`src/rtl/fetch_unit.sv`:
```
// fetch_unit -- instruction-fetch stage in front of a 64 x 30-bit instruction memory
// whose read data is registered (data appears the cycle after the address).
//
// The unit owns the program counter and streams {pc, instruction} pairs to
// decode. A 2-entry skid FIFO absorbs the one-cycle read latency, so decode
// can take one instruction per cycle. A branch redirect flushes the FIFO and
// squashes the read that is in flight.
//
// Ports:
//   clk           system clock, all state updates on the rising edge
//   rst           synchronous, active-high reset
//   mem_fetch_en  memory read enable, constant 1 (the memory writes when it is 0)
//   mem_pc        memory address, equal to the internal next-fetch pc
//   mem_instr     memory read data for the address issued on the previous cycle
//   br_valid      single-cycle redirect request
//   br_target     redirect address
//   out_valid     a {pc, instruction} pair is offered to decode
//   out_ready     decode accepts the offered pair
//   out_instr     offered instruction
//   out_pc        address the offered instruction was read from
//
// Decode handshake: a transfer happens on every rising edge where out_valid and
// out_ready are both 1. out_valid never depends combinationally on out_ready, and
// while out_valid=1 and out_ready=0 the values on out_pc/out_instr do not change.
// A redirect is the one exception: it drops out_valid without a transfer.
// A transfer on the same edge as a redirect counts as accepted by decode.

module fetch_unit #(
   parameter int PC_W     = 6,
   parameter int INSTR_W  = 30,
   parameter int RESET_PC = 0
) (
   input  logic               clk,
   input  logic               rst,
   output logic               mem_fetch_en,
   output logic [PC_W-1:0]    mem_pc,
   input  logic [INSTR_W-1:0] mem_instr,
   input  logic               br_valid,
   input  logic [PC_W-1:0]    br_target,
   output logic               out_valid,
   input  logic               out_ready,
   output logic [INSTR_W-1:0] out_instr,
   output logic [PC_W-1:0]    out_pc
);

   localparam logic [PC_W-1:0] RESET_PC_V = PC_W'(RESET_PC);

   // Next address to fetch.
   logic [PC_W-1:0]    pc_q;
   // A read was issued last cycle. Its data is on mem_instr this cycle.
   logic               inflight_q;
   logic [PC_W-1:0]    inflight_pc_q;

   // Skid FIFO storage. The head entry drives the decode outputs directly.
   logic [PC_W-1:0]    fifo_pc_q    [2];
   logic [INSTR_W-1:0] fifo_instr_q [2];
   logic               rd_ptr_q;
   logic               wr_ptr_q;
   logic [1:0]         count_q;

   logic               pop;
   logic               push;
   logic               issue;
   logic [2:0]         occupancy;

   // Idle cycles re-read mem_pc and discard the result. Tying the enable high
   // keeps the memory from ever taking a write.
   assign mem_fetch_en = 1'b1;
   assign mem_pc       = pc_q;

   assign out_valid = (count_q != 2'd0);
   assign out_pc    = fifo_pc_q[rd_ptr_q];
   assign out_instr = fifo_instr_q[rd_ptr_q];

   always_comb begin
      pop  = out_valid & out_ready;
      // A redirect squashes the read that is in flight, so its data is never captured.
      push = inflight_q & ~br_valid;
      // Slots committed after this edge: entries that stay, plus the entry arriving
      // from the in-flight read. A new read may only be issued when a slot is free
      // for its data. This keeps count + inflight <= 2, so the FIFO cannot overflow.
      occupancy = {1'b0, count_q} + {2'b00, inflight_q} - {2'b00, pop};
      issue     = ~rst & ~br_valid & (occupancy < 3'd2);
   end

   always_ff @(posedge clk) begin
      if (rst) begin
         pc_q          <= RESET_PC_V;
         inflight_q    <= 1'b0;
         inflight_pc_q <= '0;
         count_q       <= 2'd0;
         rd_ptr_q      <= 1'b0;
         wr_ptr_q      <= 1'b0;
         // Storage is cleared so out_pc/out_instr read 0 after reset.
         for (int i = 0; i < 2; i++) begin
            fifo_pc_q[i]    <= '0;
            fifo_instr_q[i] <= '0;
         end
      end else if (br_valid) begin
         // Flush the FIFO and drop the in-flight read. The target is issued next cycle.
         pc_q       <= br_target;
         inflight_q <= 1'b0;
         count_q    <= 2'd0;
         rd_ptr_q   <= 1'b0;
         wr_ptr_q   <= 1'b0;
      end else begin
         inflight_q <= issue;
         if (issue) begin
            inflight_pc_q <= pc_q;
            pc_q          <= pc_q + PC_W'(1);
         end
         if (push) begin
            fifo_pc_q[wr_ptr_q]    <= inflight_pc_q;
            fifo_instr_q[wr_ptr_q] <= mem_instr;
            wr_ptr_q               <= ~wr_ptr_q;
         end
         if (pop) begin
            rd_ptr_q <= ~rd_ptr_q;
         end
         case ({push, pop})
            2'b10:   count_q <= count_q + 2'd1;
            2'b01:   count_q <= count_q - 2'd1;
            default: count_q <= count_q;
         endcase
      end
   end

endmodule
```
`config.mk`:
```
export PLATFORM = sky130hd
export DESIGN_NAME = fetch_unit
export DESIGN_NICKNAME = d
export VERILOG_FILES = /design/src/rtl/fetch_unit.sv
export SDC_FILE = /design/constraint.sdc
export NUM_CORES = 1
export LEC_CHECK = 0
export ABC_CLOCK_PERIOD_IN_PS = 6400
export BUFFER_PORTS_ARGS = -buffer_cell sky130_fd_sc_hd__buf_2
export CORE_MARGIN = 4
export CORE_UTILIZATION = 45
export DETAILED_ROUTE_END_ITERATION = 16
export PLACE_DENSITY = 0.68
export SLEW_MARGIN = 20
export SYNTH_ARGS = -nofsm -noshare
export SYNTH_HDL_FRONTEND = slang
export SYNTH_SLANG_ARGS = --single-unit
```
`constraint.sdc`:
```
create_clock -name clk -period 6.4 [get_ports clk]
set_input_delay 1.28 -clock clk [delete_from_list [all_inputs] [get_ports clk]]
set_output_delay 1.28 -clock clk [all_outputs]
set_load 0.05 [all_outputs]
```
==> metrics.cfg, run 1 <==
[synth]
share_of_synthesized_area_occupied_by_flip_flops_and_latches=0.630
synthesis.instances=294
synthXorXnorAreaFrac=0.0131
synth_top_family_by_area=simple AND/OR/NAND/NOR gates
fraction_of_the_mapped_netlist_area_in_simple_logic_gates=0.167
synth.ff_latch_count=90
synth-adder-area-share=0.0144
synthesis.nets=338
synth_top_flop_cell=sky130_fd_sc_hd__edfxtp_1
synth-warning-count=0
post_synth.cell_area_avg_um2=13.6
synth_compound_gate_area_share=0.0400
synth.area.mux_share=0.104
synth_cell_type_count=37
synth_edf_count=72
postSynth.asyncResetShare=0
post_synth_design_cell_area_mm2=0.00401

[grt]
grt_antenna_before_repair=0
grt_first_pass_wirelength_um=11600
first_global_vias=2374
maximum_number_of_pins_on_one_net_before_global_route_repair=38
grt_overflow=0
grtUsageTotal=0.146

[min_path]
hold-path-cell-count=2
beginning_of_the_worst_hold_path=inflight_pc_q[2]$_SDFFE_PP0P_
worst_hold_path_type=register to register
worst_hold_end=inflight_pc_q[2]$_SDFFE_PP0P_

[run_status]
outcome=finished clean

[timing]
post-route-min-period_ns=3.35
report.final.slew_viol_count=0
clock-skew-final_ns=0.00908
hold_violations=0
min_period_over_period=0.524
final-setup-viol-count=0
worst_slew_pin_slew_ns=0.876
max_slew_margin=0.416
timing.setup.tns_ns=0
fin_ws_ns=3.05
max_clock_freq_mhz=298
grt_setup_unrepaired=false

[placement]
port_buffers=82
dp.final_hpwl_um=4790
gpl.final_weighted_congestion=0.784
dp_worst_setup_slack_ns=2.36

[final_layout]
antennaDiodeCount=0
drive_gt1_frac=0.391
num-nets-final=415
final.fill_count=760
layout_common_cells=sky130_fd_sc_hd__buf_2 (82), sky130_fd_sc_hd__edfxtp_1 (72), sky130_fd_sc_hd__and2_1 (67)
mostFrequentLayoutCell=sky130_fd_sc_hd__buf_2
syn_to_final_growth_pct=18.2

[setup_path]
reg2reg_setup_slack_ns=3.52
critPathSlowestCell=sky130_fd_sc_hd__fa_1
top_fanout_value_on_the_critical_path=10
setup.worst_path.start_class=primary input
reg2regPathDepth=7
crit_chain=buf_2 > o21a_1 > ha_1 > nand2b_1 > fa_1 > inv_1 > nor3_4 > mux2_2
required_ns=6.65
r2r_end=inflight_pc_q[5]$_SDFFE_PP0P_
critPathMaxStageDelay_ns=0.72
critPathKind=primary input to register
crit-reg2reg-launch=count_q[1]$_SDFFE_PP0P_
worst-endpoint-arrival_ns=3.60
worst_setup_path_end_kind=register

[power]
leakagePower_uw=0.00191
maximum_ir_drop_on_the_vdd_rail_mv=0.109
pwr_density_cell_mw_per_mm2=259

[cts]
cts_inserted_buffers=9
h-tree-depth=3
tritoncts=done
cts_post_setup_buffers_inserted=0
cts.path.max_buffers=2
postCtsResizedCells=0
tritoncts_num_sinks=90
clk_transition_reported_paths_ns=0.08
ctsRootBufferMaster=sky130_fd_sc_hd__clkbuf_8
worstSkewPairLatency_ns=0.36
cts_hold_buf=0

[drt]
route.vias.total=2450
detail_route.wl_per_cell_um=15.5
wirelength_um=7520
vias_per_cell=5.06
drcViolationCount=0
drtAntennaViolNets=0
drt_iter0_markers=82
drt_first_pass_iters=4

[die]
die-width_um=102
placeableCoreArea_mm2=0.00868
pin_count=84
initial_standard_cell_utilization_of_the_core=0.462
design.die.area_mm2=0.0105
core.rowCount=34
floorplan.die.height_um=102

[run]
max-cap-violations=0

cells in the mapped netlist, types with 2 or more instances:
| cell | n | area [µm²] |
|---|---|---|
| sky130_fd_sc_hd__nor2_1 | 11 | 41.3 |
| sky130_fd_sc_hd__ha_1 | 3 | 37.5 |
| sky130_fd_sc_hd__xor2_1 | 2 | 17.5 |
| sky130_fd_sc_hd__nand4_1 | 6 | 37.5 |
| sky130_fd_sc_hd__a311oi_1 | 4 | 35.0 |
| sky130_fd_sc_hd__buf_2 | 7 | 35.0 |
| sky130_fd_sc_hd__edfxtp_1 | 72 | 2160 |
| sky130_fd_sc_hd__clkbuf_1 | 9 | 33.8 |
| sky130_fd_sc_hd__and2_1 | 67 | 419 |
| sky130_fd_sc_hd__nor4_1 | 5 | 31.3 |
| sky130_fd_sc_hd__o21ai_0 | 6 | 30.0 |
| sky130_fd_sc_hd__o31ai_1 | 6 | 45.0 |
| sky130_fd_sc_hd__nand2b_1 | 2 | 12.5 |
| sky130_fd_sc_hd__dfxtp_1 | 18 | 360 |
| sky130_fd_sc_hd__xnor2_1 | 4 | 35.0 |
| sky130_fd_sc_hd__mux2_2 | 37 | 417 |
| sky130_fd_sc_hd__inv_1 | 8 | 30.0 |
| sky130_fd_sc_hd__nand2_1 | 2 | 7.51 |
| sky130_fd_sc_hd__a311oi_2 | 2 | 30.0 |
| sky130_fd_sc_hd__or2_2 | 2 | 12.5 |
| sky130_fd_sc_hd__or3_1 | 5 | 31.3 |
critical path, delay by kind of cell:
| kind | cells | cell delay, ns |
|---|---|---|
| adders and majority gates | 2 | 1.01 |
| muxes | 1 | 0.37 |
| AOI/OAI and AO/OA | 1 | 0.14 |
| and+or+nand+nor | 2 | 0.52 |
| buffers and inverters | 2 | 0.26 |
where the power goes:
group / total [µW] / leakage [µW] / switching (µW) / internal, µW
sequential: 671 / 0.000898 / 12.7 / 658
combinational: 151 / 0.000907 / 106 / 44.8
clock: 407 / 0.000110 / 191 / 216
total: 1230 / 0.00191 / 310 / 919
final cells by class:
| cell class | count | area, µm² | area share |
|---|---|---|---|
| Clock buffer | 9 | 124 | 0.0262 |
| Tap cell | 108 | 135 | 0.0285 |
| Multi-Input combinational cell | 177 | 1380 | 0.291 |
| Clock inverter | 7 | 83.8 | 0.0177 |
| Inverter | 8 | 30.0 | 0.00634 |
| Timing Repair Buffer | 85 | 460 | 0.0973 |
| Sequential cell | 90 | 2520 | 0.533 |
layer usage:
metal | wire length [µm] | part of all wire | GRT usage | vias up
met5 | 0 | 0 | 0 | -
met4 | 117 | 0.016 | 0.0605 | 0
met3 | 396 | 0.053 | 0.0300 | 11
met2 | 3750 | 0.50 | 0.242 | 56
met1 | 3250 | 0.43 | 0.186 | 1174
li1 | - | - | - | 1209
cell families (layout without fill, tap and decap cells):
logic type | count (synthesis) | count (layout)
and+or+nand+nor | 108 | 108
xor gates and xnor gates | 6 | 6
DFF | 90 | 90
muxes | 37 | 37
other | 1 | 1
adders and majority gates | 4 | 4
buffers and inverters | 27 | 109
AOI/OAI and AO/OA | 21 | 21
state kept, by name, summed over array words and instances, names as in the netlist, named ones only:
| register | flops |
|---|---|
| fifo_instr_q | 60 |
| fifo_pc_q | 12 |
| inflight_pc_q | 6 |
| mem_pc | 6 |
| count_q | 2 |
| inflight_q | 1 |
| rd_ptr_q | 1 |
| wr_ptr_q | 1 |
worst max path at each step:
stage	startpoint	endpoint	cells after the start
finish	out_ready	inflight_pc_q[5]$_SDFFE_PP0P_	8
global route	out_ready	inflight_pc_q[5]$_SDFFE_PP0P_	8
CTS	br_valid	fifo_instr_q[1][20]$_SDFFCE_PN0P_	4
detailed placement	br_valid	fifo_instr_q[1][25]$_SDFFCE_PN0P_	4
global placement	br_valid	fifo_instr_q[1][9]$_SDFFCE_PN0P_	4
floorplan	br_valid	fifo_instr_q[0][0]$_SDFFCE_PN0P_	3
through the flow:
| stage | hold WS [ns] | cells | utilization | power [µW] | instance area, µm² |
|---|---|---|---|---|---|
| finish | 0.493 | 484 | 0.546 | 1230 | 4730 |
| detailed placement | 0.482 | 466 | 0.517 | 833 | 4480 |
| global placement | 0.482 | 466 | 0.517 | 830 | 4480 |
| global route | 0.543 | 484 | 0.546 | 1280 | 4730 |
| floorplan | 0.458 | 294 | - | 791 | 4010 |
| CTS | 0.495 | 482 | 0.541 | 1230 | 4690 |
Note: power is estimated with default switching activity, not from simulation.
==> run 2: changes to the inputs <==
--- a/config.mk
+++ b/config.mk
@@ -5,12 +5,12 @@
 export SDC_FILE = /design/constraint.sdc
 export NUM_CORES = 1
 export LEC_CHECK = 0
-export ABC_CLOCK_PERIOD_IN_PS = 6400
+export ABC_CLOCK_PERIOD_IN_PS = 2950
 export BUFFER_PORTS_ARGS = -buffer_cell sky130_fd_sc_hd__buf_2
 export CORE_MARGIN = 4
 export CORE_UTILIZATION = 45
 export DETAILED_ROUTE_END_ITERATION = 16
-export PLACE_DENSITY = 0.68
+export PLACE_DENSITY = 0.7
 export SLEW_MARGIN = 20
 export SYNTH_ARGS = -nofsm -noshare
 export SYNTH_HDL_FRONTEND = slang
==> constraint.sdc (replaced) <==
create_clock -name clk -period 2.95 [get_ports clk]
set_input_delay 0.59 -clock clk [delete_from_list [all_inputs] [get_ports clk]]
set_output_delay 0.59 -clock clk [all_outputs]
set_load 0.05 [all_outputs]
==> run 2 against run 1 <==
Clock power is 83% higher. Die area stayed put. Register-to-register slack worse by 3.2 ns. Flip-flop and latch count stayed put. Worst setup slack worse by 2.7 ns. Clock skew is 0.00086 ns lower. Combinational power is 120% higher. Sequential power is 120% higher.
==> metrics.cfg, run 2 (synthesis gave the netlist of run 1 again) <==
[run_status]
outcome=finished clean

[setup_path]
worst_setup_path_end_kind=register
required_ns=3.22  ; -3.43 ns
worst-endpoint-arrival_ns=2.85  ; -0.75 ns
path_buf_inv=0  ; -2
crit-reg2reg-launch=count_q[0]$_SDFFE_PP0P_
r2r_end=mem_pc[5]$_SDFFE_PP0P_
critPathKind=register to register
top_fanout_value_on_the_critical_path=12  ; +2
setup.worst_path.start_class=register
reg2reg_setup_slack_ns=0.37  ; -3.15 ns
critical_path.top_delay_family=adder cells
crit_chain=o21a_1 > ha_1 > nand2b_1 > fa_1 > xor2_2 > or4_1 > a311oi_1
reg2regPathDepth=7  ; unchanged
critPathMaxStageDelay_ns=0.54  ; -0.18 ns
critPathSlowestCell=sky130_fd_sc_hd__or4_1

[final_layout]
reg_top3=fifo_instr_q (60), fifo_pc_q (12)
layout_common_cells=sky130_fd_sc_hd__buf_2 (82), sky130_fd_sc_hd__edfxtp_1 (72), sky130_fd_sc_hd__and2_1 (67)
ff_latch_area_mm2=0.00252  ; unchanged
antennaDiodeCount=0  ; unchanged
largest_reg_flops=60  ; unchanged
final_core_utilization=0.547  ; +0.00159
multiInputGateArea_mm2=0.00139  ; +0.55%
mostFrequentLayoutCell=sky130_fd_sc_hd__buf_2
post_layout_nonfiller_instances=491  ; +1.4%
syn_to_final_growth_pct=18.6
num-nets-final=422  ; +1.7%
final.fill_count=769  ; +1.2%
largest-register=fifo_instr_q
drive_gt1_frac=0.405  ; +0.0137

[cts]
h-tree-depth=3  ; unchanged
cts_inserted_buffers=9  ; unchanged
cts_hold_buf=0  ; unchanged
worstSkewPairLatency_ns=0.35  ; about the same
clk_transition_reported_paths_ns=0.09  ; about the same
ctsRootBufferMaster=sky130_fd_sc_hd__clkbuf_8
postCtsResizedCells=0  ; unchanged
cts.path.max_buffers=2  ; unchanged
tritoncts_num_sinks=90  ; unchanged
cts_post_setup_buffers_inserted=0  ; unchanged
tritoncts=done

[power]
maximum_ir_drop_on_the_vdd_rail_mv=0.239  ; +120%
pwr_density_cell_mw_per_mm2=532  ; +110%
leakagePower_uw=0.00191  ; about the same

[timing]
grt_setup_unrepaired=false
clock-skew-final_ns=0.00822  ; -0.000856 ns
fin_worst_hold_slack_ns=0.491  ; -0.00280 ns
final-setup-viol-count=0  ; unchanged
max_slew_margin=0.652  ; +0.236
worst_slew_pin_slew_ns=0.522  ; -0.354 ns
fin_ws_ns=0.368  ; -2.68 ns
post-route-min-period_ns=2.58
hold_violations=0  ; unchanged
report.final.slew_viol_count=0  ; unchanged
max_clock_freq_mhz=387
min_period_over_period=0.875

[placement]
place_inst=475  ; +1.9%
dp_worst_setup_slack_ns=-0.0835  ; -2.45 ns
gpl.final_weighted_congestion=0.822  ; +4.7%
port_buffers=82  ; unchanged
dp.final_hpwl_um=5220  ; +9.0%

[grt]
first_global_vias=2440  ; +2.8%
grt_antenna_before_repair=0  ; unchanged
grt_first_pass_wirelength_um=12100  ; +4.1%
grtUsageTotal=0.152  ; +0.00597
maximum_number_of_pins_on_one_net_before_global_route_repair=37  ; -2.6%
grt_overflow=0  ; unchanged

[die]
design.die.area_mm2=0.0105  ; unchanged
pin_count=84  ; unchanged
placeableCoreArea_mm2=0.00868  ; unchanged
initial_standard_cell_utilization_of_the_core=0.462  ; unchanged
core.rowCount=34  ; unchanged
die-width_um=102  ; unchanged
floorplan.die.height_um=102  ; unchanged

[run]
max-cap-violations=0  ; unchanged

[drt]
drcViolationCount=0  ; unchanged
drt_first_pass_iters=4  ; unchanged
detail_route.wl_per_cell_um=15.4  ; -1.2%
route.vias.total=2489  ; +1.6%
wirelength_um=7540  ; +0.24%
vias_per_cell=5.07  ; +0.14%
drt_iter0_markers=64  ; -22%
drtAntennaViolNets=0  ; unchanged

[min_path]
worst_hold_path_type=register to register
worst_hold_end=inflight_pc_q[4]$_SDFFE_PP0P_
beginning_of_the_worst_hold_path=inflight_pc_q[4]$_SDFFE_PP0P_
hold-path-cell-count=2  ; unchanged

-- run 2: how the worst max path moves through the flow --
stage,startpoint,to,slack [ns],depth (start not counted)
finish,count_q[0]$_SDFFE_PP0P_,mem_pc[5]$_SDFFE_PP0P_,0.37,7
global route,count_q[0]$_SDFFE_PP0P_,mem_pc[5]$_SDFFE_PP0P_,0.15,7
CTS,count_q[0]$_SDFFE_PP0P_,mem_pc[4]$_SDFFE_PP0P_,0.16,7
detailed placement,out_ready,mem_pc[4]$_SDFFE_PP0P_,-0.08,8
global placement,out_ready,mem_pc[3]$_SDFFE_PP0P_,0.10,8
floorplan,out_ready,mem_pc[5]$_SDFFE_PP0P_,0.30,8
-- run 2: layout make-up --
class,instances,area share
clock inverter,7,0.0111
tap,108,0.0285
timing repair buffer,92,0.105
sequential,90,0.531
clock buffer,9,0.0261
multi-input combinational,177,0.292
inverter,8,0.00632
-- run 2: routing by layer --
metal  up-vias  wire (µm)  track usage
met5         -          0            0
met4         0        116       0.0605
met3         9        434       0.0341
met2        64       3770        0.254
met1      1194       3210        0.191
li1       1222          -            -
-- run 2: worst min-delay path, stage by stage, from the launching register on --
cell and delay, ns:
sky130_fd_sc_hd__dfxtp_1 0.31, sky130_fd_sc_hd__inv_1 0.07, sky130_fd_sc_hd__o31ai_1 0.07
-- run 2: through the flow --
stage | total power (µW) | area [µm²] | TNS [ns]
final | 2530 | 4750 | 0
after global routing | 2640 | 4750 | 0
after CTS | 2560 | 4740 | 0
after detailed placement | 1810 | 4560 | -0.118
after global placement | 1810 | 4560 | 0
after floorplan | 1720 | 4010 | 0
-- run 2: report_power, final --
part | leakage, µW | switching [µW] | total [µW] | internal, µW
clock | 0.0000799 | 435 | 745 | 310
sequential | 0.000898 | 26.4 | 1450 | 1430
combinational | 0.000935 | 230 | 329 | 98.5
total | 0.00191 | 691 | 2530 | 1840
==> run 3: changes to the inputs <==
--- a/config.mk
+++ b/config.mk
@@ -10,7 +10,8 @@
 export CORE_MARGIN = 4
 export CORE_UTILIZATION = 45
 export DETAILED_ROUTE_END_ITERATION = 16
-export PLACE_DENSITY = 0.7
+export PLACE_DENSITY_LB_ADDON = 0.2
+export SKIP_CTS_REPAIR_TIMING = 1
 export SLEW_MARGIN = 20
 export SYNTH_ARGS = -nofsm -noshare
 export SYNTH_HDL_FRONTEND = slang
==> run 3 against run 2 <==
Largest cell class unchanged. Fmax shrank 1.8%. Clock power increased by 20%. Largest power group unchanged. Worst setup slack worse by 0.047 ns. Non-clock buffer count grew 1. Critical endpoint is now mem_pc[4]$_SDFFE_PP0P_. Critical path type unchanged. Critical path depth stayed put.
==> metrics.cfg, run 3 (synthesis gave the netlist of run 1 again) <==
[final_layout]
mostFrequentLayoutCell=sky130_fd_sc_hd__buf_2
antennaDiodeCount=0  ; unchanged
layout_common_cells=sky130_fd_sc_hd__buf_2 (82), sky130_fd_sc_hd__edfxtp_1 (72), sky130_fd_sc_hd__and2_1 (67)
syn_to_final_growth_pct=19.4
multiInputGateArea_mm2=0.00138  ; -0.54%
drive_gt1_frac=0.398  ; -0.00626
final.fill_count=782  ; +1.7%
num-nets-final=423  ; +0.24%
ff_latch_area_mm2=0.00252  ; unchanged
largest_reg_flops=60  ; unchanged
reg_top3=fifo_instr_q (60), fifo_pc_q (12)
largest-register=fifo_instr_q

[cts]
clk_transition_reported_paths_ns=0.09  ; about the same
tritoncts_num_sinks=90  ; unchanged
cts.path.max_buffers=2  ; unchanged
tritoncts=done
ctsRootBufferMaster=sky130_fd_sc_hd__clkbuf_8
cts_inserted_buffers=9  ; unchanged
worstSkewPairLatency_ns=0.34  ; about the same
h-tree-depth=3  ; unchanged

[timing]
worst_slew_pin_slew_ns=0.762  ; +0.240 ns
final-setup-viol-count=0  ; unchanged
grt_setup_unrepaired=false
hold_violations=0  ; unchanged
min_period_over_period=0.891  ; +0.0159
max_slew_margin=0.490  ; -0.161
report.final.slew_viol_count=0  ; unchanged
fin_ws_ns=0.321  ; -0.0468 ns
timing.setup.tns_ns=0  ; unchanged
clock-skew-final_ns=0.0102  ; +0.00202 ns
post-route-min-period_ns=2.63  ; +0.0468 ns
max_clock_freq_mhz=380  ; -1.8%

[setup_path]
critical_path.top_delay_family=compound AO/OA/AOI/OAI gates
r2r_end=mem_pc[4]$_SDFFE_PP0P_
critPathKind=register to register
crit_chain=o21a_1 > ha_1 > nand2b_1 > fa_1 > xor2_1 > o21ai_0 > a311oi_2
path_buf_inv=0  ; unchanged
worst_setup_path_end_kind=register
reg2regPathDepth=7  ; unchanged
setup.worst_path.start_class=register
crit_path_start=count_q[0]$_SDFFE_PP0P_
reg2reg_setup_slack_ns=0.32  ; -0.05 ns
worst_setup_path_endpoint=mem_pc[4]$_SDFFE_PP0P_
required_ns=3.22  ; about the same
crit-reg2reg-launch=count_q[0]$_SDFFE_PP0P_
top_fanout_value_on_the_critical_path=12  ; unchanged
critPathSlowestCell=sky130_fd_sc_hd__xor2_1
critical_path_depth=7  ; unchanged
worst-endpoint-arrival_ns=2.90  ; +0.05 ns
critPathMaxStageDelay_ns=0.63  ; +0.09 ns

[grt]
grtUsageTotal=0.152  ; +0.000223
grt_overflow=0  ; unchanged
first_global_vias=2568  ; +5.2%
grt_antenna_before_repair=0  ; unchanged
maximum_number_of_pins_on_one_net_before_global_route_repair=37  ; unchanged
grt_first_pass_wirelength_um=12200  ; +1.3%

[power]
cellInternalPower_uw=2000  ; +9.0%
maximum_ir_drop_on_the_vdd_rail_mv=0.264  ; +10%
clock_power_share=0.334  ; +0.039
total_switching_power_uw=673  ; -2.7%
netSwitchingFraction=0.252  ; -0.0220
pwr_density_cell_mw_per_mm2=559  ; +5.1%
leakagePower_uw=0.00194  ; +1.2%
sequentialPowerShare=0.543  ; -0.032
comb_power_share=0.122  ; -0.008

[die]
pin_count=84  ; unchanged
floorplan.die.height_um=102  ; unchanged
placeableCoreArea_mm2=0.00868  ; unchanged
design.die.area_mm2=0.0105  ; unchanged
core.rowCount=34  ; unchanged
initial_standard_cell_utilization_of_the_core=0.462  ; unchanged
die-width_um=102  ; unchanged

[drt]
wirelength_um=7490  ; -0.66%
vias_per_cell=5.06  ; -0.20%
detail_route.wl_per_cell_um=15.2  ; -0.87%
route.vias.total=2489  ; unchanged
drtAntennaViolNets=0  ; unchanged
drt_first_pass_iters=4  ; unchanged
drcViolationCount=0  ; unchanged
drt_iter0_markers=92  ; +44%

[run]
max-cap-violations=0  ; unchanged

[placement]
dp.final_hpwl_um=4950  ; -5.2%
dp_worst_setup_slack_ns=0.0233  ; +0.107 ns
port_buffers=82  ; unchanged
gpl.final_weighted_congestion=0.831  ; +1.2%

[min_path]
worst_hold_path_type=register to register
beginning_of_the_worst_hold_path=inflight_pc_q[3]$_SDFFE_PP0P_

[run_status]
outcome=finished clean

[run 3: how the worst min path moves through the flow]
| stage | to | depth (start not counted) | slack (ns) |
|---|---|---|---|
| floorplan | inflight_pc_q[0]$_SDFFE_PP0P_ | 2 | 0.46 |
| global placement | inflight_pc_q[3]$_SDFFE_PP0P_ | 2 | 0.48 |
| detailed placement | inflight_pc_q[2]$_SDFFE_PP0P_ | 2 | 0.48 |
| CTS | inflight_pc_q[3]$_SDFFE_PP0P_ | 2 | 0.50 |
| global route | inflight_pc_q[2]$_SDFFE_PP0P_ | 2 | 0.51 |
| finish | inflight_pc_q[3]$_SDFFE_PP0P_ | 2 | 0.49 |
[run 3: through the flow]
| step | total power [µW] | hold slack, ns | instances | instance area (µm²) | util |
|---|---|---|---|---|---|
| 2_1_floorplan | 1720 | 0.458 | 294 | 4010 | - |
| 6_report | 2670 | 0.490 | 492 | 4780 | 0.551 |
| 3_5_place_dp | 1820 | 0.481 | 476 | 4570 | 0.527 |
| 4_1_cts | 2700 | 0.496 | 492 | 4780 | 0.551 |
| 3_3_place_gp | 1810 | 0.480 | 476 | 4570 | 0.527 |
| 5_1_grt | 2780 | 0.509 | 492 | 4780 | 0.551 |
[run 3: final cells by class]
class | instances | share of cell area
inverters | 8 | 0.00628
clock inverters | 5 | 0.0165
flip-flops and latches | 90 | 0.528
multi-input cells | 177 | 0.288
repair buffers | 93 | 0.106
well taps | 108 | 0.0283
clock buffers | 11 | 0.0275
[run 3: per-layer routing]
metal / global-route usage / routed length, µm
met4: 0.0545 / 99
met1: 0.191 / 3360
met2: 0.256 / 3640
met3: 0.0369 / 381
met5: 0 / 0
[run 3: power groups by stage]
stage	clock, µW	combinational, µW	sequential (µW)
floorplan	0	219	1500
global placement	0	330	1480
detailed placement	0	332	1480
CTS	914	333	1450
global route	970	353	1460
finish	894	328	1450
[run 3: tightest hold or removal path: cells and delay by family, from the launching register on]
kind / cells / cell delay [ns]
AOI/OAI and AO/OA: 1 / 0.07
DFF: 1 / 0.31
buffers and inverters: 1 / 0.06
